==> src/rtl/dtree_feature_loader.sv <==
// dtree_feature_loader: byte-serial feature frame loader and result port for a
// combinational decision-tree classifier.
// Optional build macro: FRAME_CHECKSUM_EN (trailing XOR checksum byte per frame).
module dtree_feature_loader #(
  parameter int unsigned NUM_FEAT   = 5,
  parameter int unsigned FEAT_W     = 8,
  parameter int unsigned CLASS_W    = 5,
  parameter int unsigned SETTLE_CYC = 1,
  parameter int unsigned CNT_W      = 16
) (
  input  logic                       clk,
  input  logic                       rst,
  input  logic                       s_valid,
  input  logic [FEAT_W-1:0]          s_data,
  input  logic                       s_last,
  output logic                       s_ready,
  output logic [NUM_FEAT*FEAT_W-1:0] feat_vec,
  input  logic [CLASS_W-1:0]         class_in,
  output logic                       m_valid,
  output logic [CLASS_W-1:0]         m_class,
  input  logic                       m_ready,
  output logic                       frame_err,
  output logic [CNT_W-1:0]           frame_cnt
);

`ifdef FRAME_CHECKSUM_EN
  localparam int unsigned FRAME_LEN = NUM_FEAT + 1;
`else
  localparam int unsigned FRAME_LEN = NUM_FEAT;
`endif
  localparam int unsigned IDX_W = (FRAME_LEN < 2) ? 1 : $clog2(FRAME_LEN);
  localparam int unsigned SET_W = (SETTLE_CYC < 2) ? 1 : $clog2(SETTLE_CYC + 1);
  localparam logic [IDX_W-1:0] LAST_IDX = IDX_W'(FRAME_LEN - 1);

  typedef enum logic [1:0] {
    ST_COLLECT,
    ST_SKIP,
    ST_EVAL,
    ST_RESULT
  } state_t;

  state_t                       state_q;
  logic [IDX_W-1:0]             idx_q;
  logic [SET_W-1:0]             settle_q;
  logic [NUM_FEAT*FEAT_W-1:0]   shadow_q;
  logic [NUM_FEAT*FEAT_W-1:0]   shadow_d;
  logic [NUM_FEAT*FEAT_W-1:0]   feat_vec_q;
  logic                         s_ready_q;
  logic                         m_valid_q;
  logic [CLASS_W-1:0]           m_class_q;
  logic                         frame_err_q;
  logic [CNT_W-1:0]             frame_cnt_q;
  logic                         byte_fire;
`ifdef FRAME_CHECKSUM_EN
  logic [FEAT_W-1:0]            xor_q;
  logic [FEAT_W-1:0]            xor_d;
`endif

  // s_ready is held low during reset and rises as soon as reset is released.
  assign s_ready   = s_ready_q & ~rst;
  assign byte_fire = s_valid & s_ready;

  assign feat_vec  = feat_vec_q;
  assign m_valid   = m_valid_q;
  assign m_class   = m_class_q;
  assign frame_err = frame_err_q;
  assign frame_cnt = frame_cnt_q;

  // Merge the incoming byte into the shadow vector at the current feature slot.
  always_comb begin
    shadow_d = shadow_q;
    for (int unsigned i = 0; i < NUM_FEAT; i++) begin
      if (idx_q == IDX_W'(i)) begin
        shadow_d[i*FEAT_W +: FEAT_W] = s_data;
      end
    end
  end

`ifdef FRAME_CHECKSUM_EN
  // Running XOR of feature bytes, restarted on the first byte of each frame.
  always_comb begin
    xor_d = (idx_q == '0) ? s_data : (xor_q ^ s_data);
  end
`endif

  // Frame collection, evaluation and result handshake state machine.
  always_ff @(posedge clk or posedge rst) begin
    if (rst) begin
      state_q     <= ST_COLLECT;
      idx_q       <= '0;
      settle_q    <= '0;
      shadow_q    <= '0;
      feat_vec_q  <= '0;
      s_ready_q   <= 1'b1;
      m_valid_q   <= 1'b0;
      m_class_q   <= '0;
      frame_err_q <= 1'b0;
      frame_cnt_q <= '0;
`ifdef FRAME_CHECKSUM_EN
      xor_q       <= '0;
`endif
    end else begin
      frame_err_q <= 1'b0;
      case (state_q)
        ST_COLLECT: begin
          s_ready_q <= 1'b1;
          if (byte_fire) begin
            shadow_q <= shadow_d;
`ifdef FRAME_CHECKSUM_EN
            xor_q    <= xor_d;
`endif
            if (idx_q == LAST_IDX) begin
              idx_q <= '0;
              if (!s_last) begin
                frame_err_q <= 1'b1;
                state_q     <= ST_SKIP;
`ifdef FRAME_CHECKSUM_EN
              end else if (s_data != xor_q) begin
                frame_err_q <= 1'b1;
`endif
              end else begin
                settle_q  <= '0;
                s_ready_q <= 1'b0;
                state_q   <= ST_EVAL;
              end
            end else if (s_last) begin
              frame_err_q <= 1'b1;
              idx_q       <= '0;
            end else begin
              idx_q <= idx_q + IDX_W'(1);
            end
          end
        end

        ST_SKIP: begin
          s_ready_q <= 1'b1;
          if (byte_fire && s_last) begin
            idx_q   <= '0;
            state_q <= ST_COLLECT;
          end
        end

        ST_EVAL: begin
          s_ready_q <= 1'b0;
          if (settle_q == '0) begin
            feat_vec_q <= shadow_q;
          end
          if (settle_q == SET_W'(SETTLE_CYC)) begin
            m_class_q <= class_in;
            m_valid_q <= 1'b1;
            state_q   <= ST_RESULT;
          end else begin
            settle_q <= settle_q + SET_W'(1);
          end
        end

        ST_RESULT: begin
          s_ready_q <= 1'b0;
          if (m_ready) begin
            m_valid_q   <= 1'b0;
            frame_cnt_q <= frame_cnt_q + CNT_W'(1);
            idx_q       <= '0;
            s_ready_q   <= 1'b1;
            state_q     <= ST_COLLECT;
          end
        end

        default: begin
          idx_q     <= '0;
          s_ready_q <= 1'b1;
          state_q   <= ST_COLLECT;
        end
      endcase
    end
  end

endmodule

==> config.mk <==
export PLATFORM = sky130hd
export DESIGN_NAME = dtree_feature_loader
export DESIGN_NICKNAME = d
export VERILOG_FILES = /design/src/rtl/dtree_feature_loader.sv
export SDC_FILE = /design/constraint.sdc
export NUM_CORES = 1
export LEC_CHECK = 0
export BUFFER_PORTS_ARGS = -buffer_cell sky130_fd_sc_hd__clkbuf_2
export CAP_MARGIN = 20
export CORE_ASPECT_RATIO = 0.6
export CORE_MARGIN = 2
export CORE_UTILIZATION = 50
export CTS_CLUSTER_DIAMETER = 60
export DETAILED_ROUTE_END_ITERATION = 6
export PLACE_DENSITY_LB_ADDON = 0.3
export SYNTH_ARGS = -nofsm -noshare
export SYNTH_HDL_FRONTEND = slang
export SYNTH_SLANG_ARGS = --single-unit
==> constraint.sdc <==
create_clock -name clk -period 3.55 [get_ports clk]
set_clock_uncertainty 0.15 [all_clocks]
set_input_delay 0.355 -clock clk [delete_from_list [all_inputs] [get_ports clk]]
set_output_delay 0.355 -clock clk [all_outputs]
set_load 0.01 [all_outputs]
==> results.py <==
metrics = {
    "job": {
        "maxCapViolations": 0,
    },
    "logic_synthesis": {
        "synth_area_leader_cell": "dfrtp_1",
        "yosysWarnings": 0,
        "yosysMostFrequentCell": "dfrtp_1",
        "yosysTopAreaCellShare_pct": 60.32,
        "async_reset_ff_share_pct": 100.0,
        "synthesis.instances": 295,
        "ys_ff_latch": 110,
        "ys.flop_type": "dfrtp_1",
        "synth_fp_nets": 320,
        "avgSynthCellArea_sq_um": 15.33,
        "ys_types": 38,
        "ys_seq_area_share_pct": 60.90,
        "synth_common_cells": "dfrtp_1 (109), mux2_2 (41), mux2_4 (24), mux2_1 (21), nand2_1 (13)",
        "synth_area_leaders": "dfrtp_1 (60%), mux2_2 (10%), mux2_4 (8.0%)",
        "synth_edf_count": 0,
        "syn-cell-area_sq_um": 4522,
    },
    "clocking": {
        "cts_tree": "yes",
        "cts_setup_buffers": 0,
        "cts.clk_slew.worst_paths_ns": 0.07,
        "cts_root_buffer": "clkbuf_16",
        "cts_max_level": 3,
        "clock_path_buffers": 2,
        "cts_inserted_buffers": 9,
        "ctsResizeCount": 0,
        "clock-sinks": 110,
        "clkLatencyLatePin_ns": 0.34,
    },
    "sta": {
        "finalHoldViolCount": 0,
        "finalCritPeriodShare_pct": 59.15,
        "fin_crit_ns": 2.100,
        "slew_headroom_pct": 63.17,
        "tns_ns": 0,
        "drv_slew": 0,
        "setup_violations": 0,
        "rsz0062_at_grt": "no",
        "max_freq_mhz": 476.3,
        "worst_pin_slew_ns": 0.5525,
    },
    "route": {
        "first_pass_iters": 4,
        "wl_mm": 8.456,
        "drt_iter0_markers": 229,
        "ant_nets": 0,
        "wire_per_inst_um": 16.98,
        "routed_via_density": 5.229,
        "vias": 2604,
        "drc": 0,
    },
    "floorplanning": {
        "io_pins": 82,
        "die_w_um": 126.8,
        "start_util_pct": 52.26,
        "die_h_um": 77.67,
        "fp.dieArea_sq_um": 9846,
        "rows": 26,
        "coreArea_sq_um": 8653,
    },
    "worst_setup_path": {
        "worstSetupStartpointType": "input pin",
        "worstPathArrival_ns": 2.17,
        "cpPeakStageDelay_ns": 0.53,
        "crit_type": "in2reg",
        "end_kind": "register",
        "slowest_stage": "dlygate4sd3_1",
        "crit_required_ns": 3.62,
        "crit_fanout": 8,
        "r2r_start": "state_q[0]",
        "path_cells": "dlygate4sd3_1, clkbuf_2, and3b_1, nor3b_2, nand2_2, mux2_1",
        "crit_start": "rst",
    },
    "grt": {
        "track_usage_pct": 18.59,
        "grt_pass1_vias": 2589,
        "antenna_found_initial": 0,
        "grt_pass1_wl_mm": 14.08,
        "grt_max_degree": 73,
        "grt.overflow.total": 0,
    },
    "cells_and_area": {
        "num-fill-cells": 671,
        "drive_gt1_share_pct": 45.34,
        "area_growth_syn_to_layout_pct": 18.43,
        "n_antenna_cell": 0,
        "final_nets": 407,
        "fin_cells": 498,
    },
    "placement": {
        "port_buffers": 81,
        "placed_cells": 482,
        "hpwl_mm": 5.867,
        "gp_congestion": 0.8297,
    },
    "power_and_ir_drop": {
        "powerDensity_nw_per_um2": 632.3,
        "cellLeakagePower_nw": 2.810,
        "power_mw": 3.386,
        "ir_worst_vdd_mv": 0.2728,
    },
    "outcome": {
        "status": "finished, final reports clean",
    },
    "min_path": {
        "min_from": "class_in[3]",
        "hp-class": "in2reg",
    },
}
logic make-up (layout without fill, tap and decap cells):
logic type / Yosys count / in the layout / synth area share (%)
DFF: 110 / 110 / 60.90
muxes: 86 / 86 / 23.41
and+or+nand+nor: 53 / 53 / 7.692
xor gates and xnor gates: 15 / 15 / 2.905
buffers and inverters: 15 / 106 / 1.909
AOI/OAI and AO/OA: 9 / 9 / 1.245
adders and majority gates: 7 / 7 / 1.937
layout make-up:
type	count	area, sq um	share of cell area (%)
Tap cell	112	140.1	2.617
Timing Repair Buffer	84	442.9	8.271
Sequential cell	110	2754	51.43
Inverter	7	28.78	0.5374
Multi-Input combinational cell	170	1689	31.54
Clock buffer	12	256.5	4.790
Clock inverter	3	43.79	0.8178
report_power, final:
group | switching, mW | internal [mW] | leakage, nW | total, mW
sequential | 0.181 | 1.53 | 1.47 | 1.71
clock | 0.424 | 0.582 | 0.149 | 1.01
combinational | 0.285 | 0.389 | 1.19 | 0.674
layout by cell type, fill, tap and decap left out, drive strengths merged, types with 2 or more instances in the layout:
cell / synthesis / layout
buf: 7 / 2
dfrtp: 109 / 109
nor2: 6 / 6
ha: 7 / 7
and3: 2 / 2
mux2: 86 / 86
o21ai: 3 / 3
clkinv: 0 / 2
xnor2: 11 / 11
inv: 7 / 7
clkbuf: 1 / 93
nand2: 18 / 18
and2: 2 / 2
nand3: 12 / 12
xor2: 4 / 4
o31ai: 3 / 3
nand4: 4 / 4
repair_timing:
action                                  in CTS  in global routing
hold buffers                                 1                  0
endpoints found under the hold margin       37                  0
endpoints found under the setup margin       0                  0
routing by layer:
layer / track usage, % / part of all wire, % / vias to the layer above
met4: 5.385 / 1.3 / 0
met5: 0 / 0 / -
met3: 4.897 / 4.1 / 11
met1: 29.41 / 53 / 1324
li1: - / - / 1204
met2: 25.03 / 42 / 65
worst paths after layout:
kind / to / slack, ns / depth (start not counted)
max: shadow_q[39] / 1.45 / 6
min: m_class[3] / 0.1 / 2
max reg2reg: feat_vec[20] / 1.55 / 5
min reg2reg: frame_cnt[15] / 0.33 / 1
max in group asynchronous: feat_vec[3] / 2.05 / 4
min in group asynchronous: frame_err / 0.47 / 3
stage by stage:
step                setup WS, ns  hold slack, ns  util [%]  area, sq um
floorplan                 0.1444          0.3085         -         4522
global placement           1.608          0.2925     58.30         5045
detailed placement         1.568          0.2934     58.30         5045
CTS                        1.433         0.08868     61.89         5355
global route               1.353         0.09163     61.89         5355
finish                     1.450         0.09851     61.89         5355
worst max-delay path, delay by kind of cell:
kind | cells | cell delay, ns
AND/OR/NAND/NOR | 3 | 0.79
buffers and inverters | 2 | 0.67
multiplexers | 1 | 0.36
flip-flops by register name, summed over array words and instances, names as in the netlist:
name,flops
frame_cnt,16
state_q,2
settle_q,1
feat_vec,40
s_ready_q,1
m_class,5
idx_q,3
shadow_q,40
frame_err,1
m_valid,1
Power figures use the tool's default switching activity.
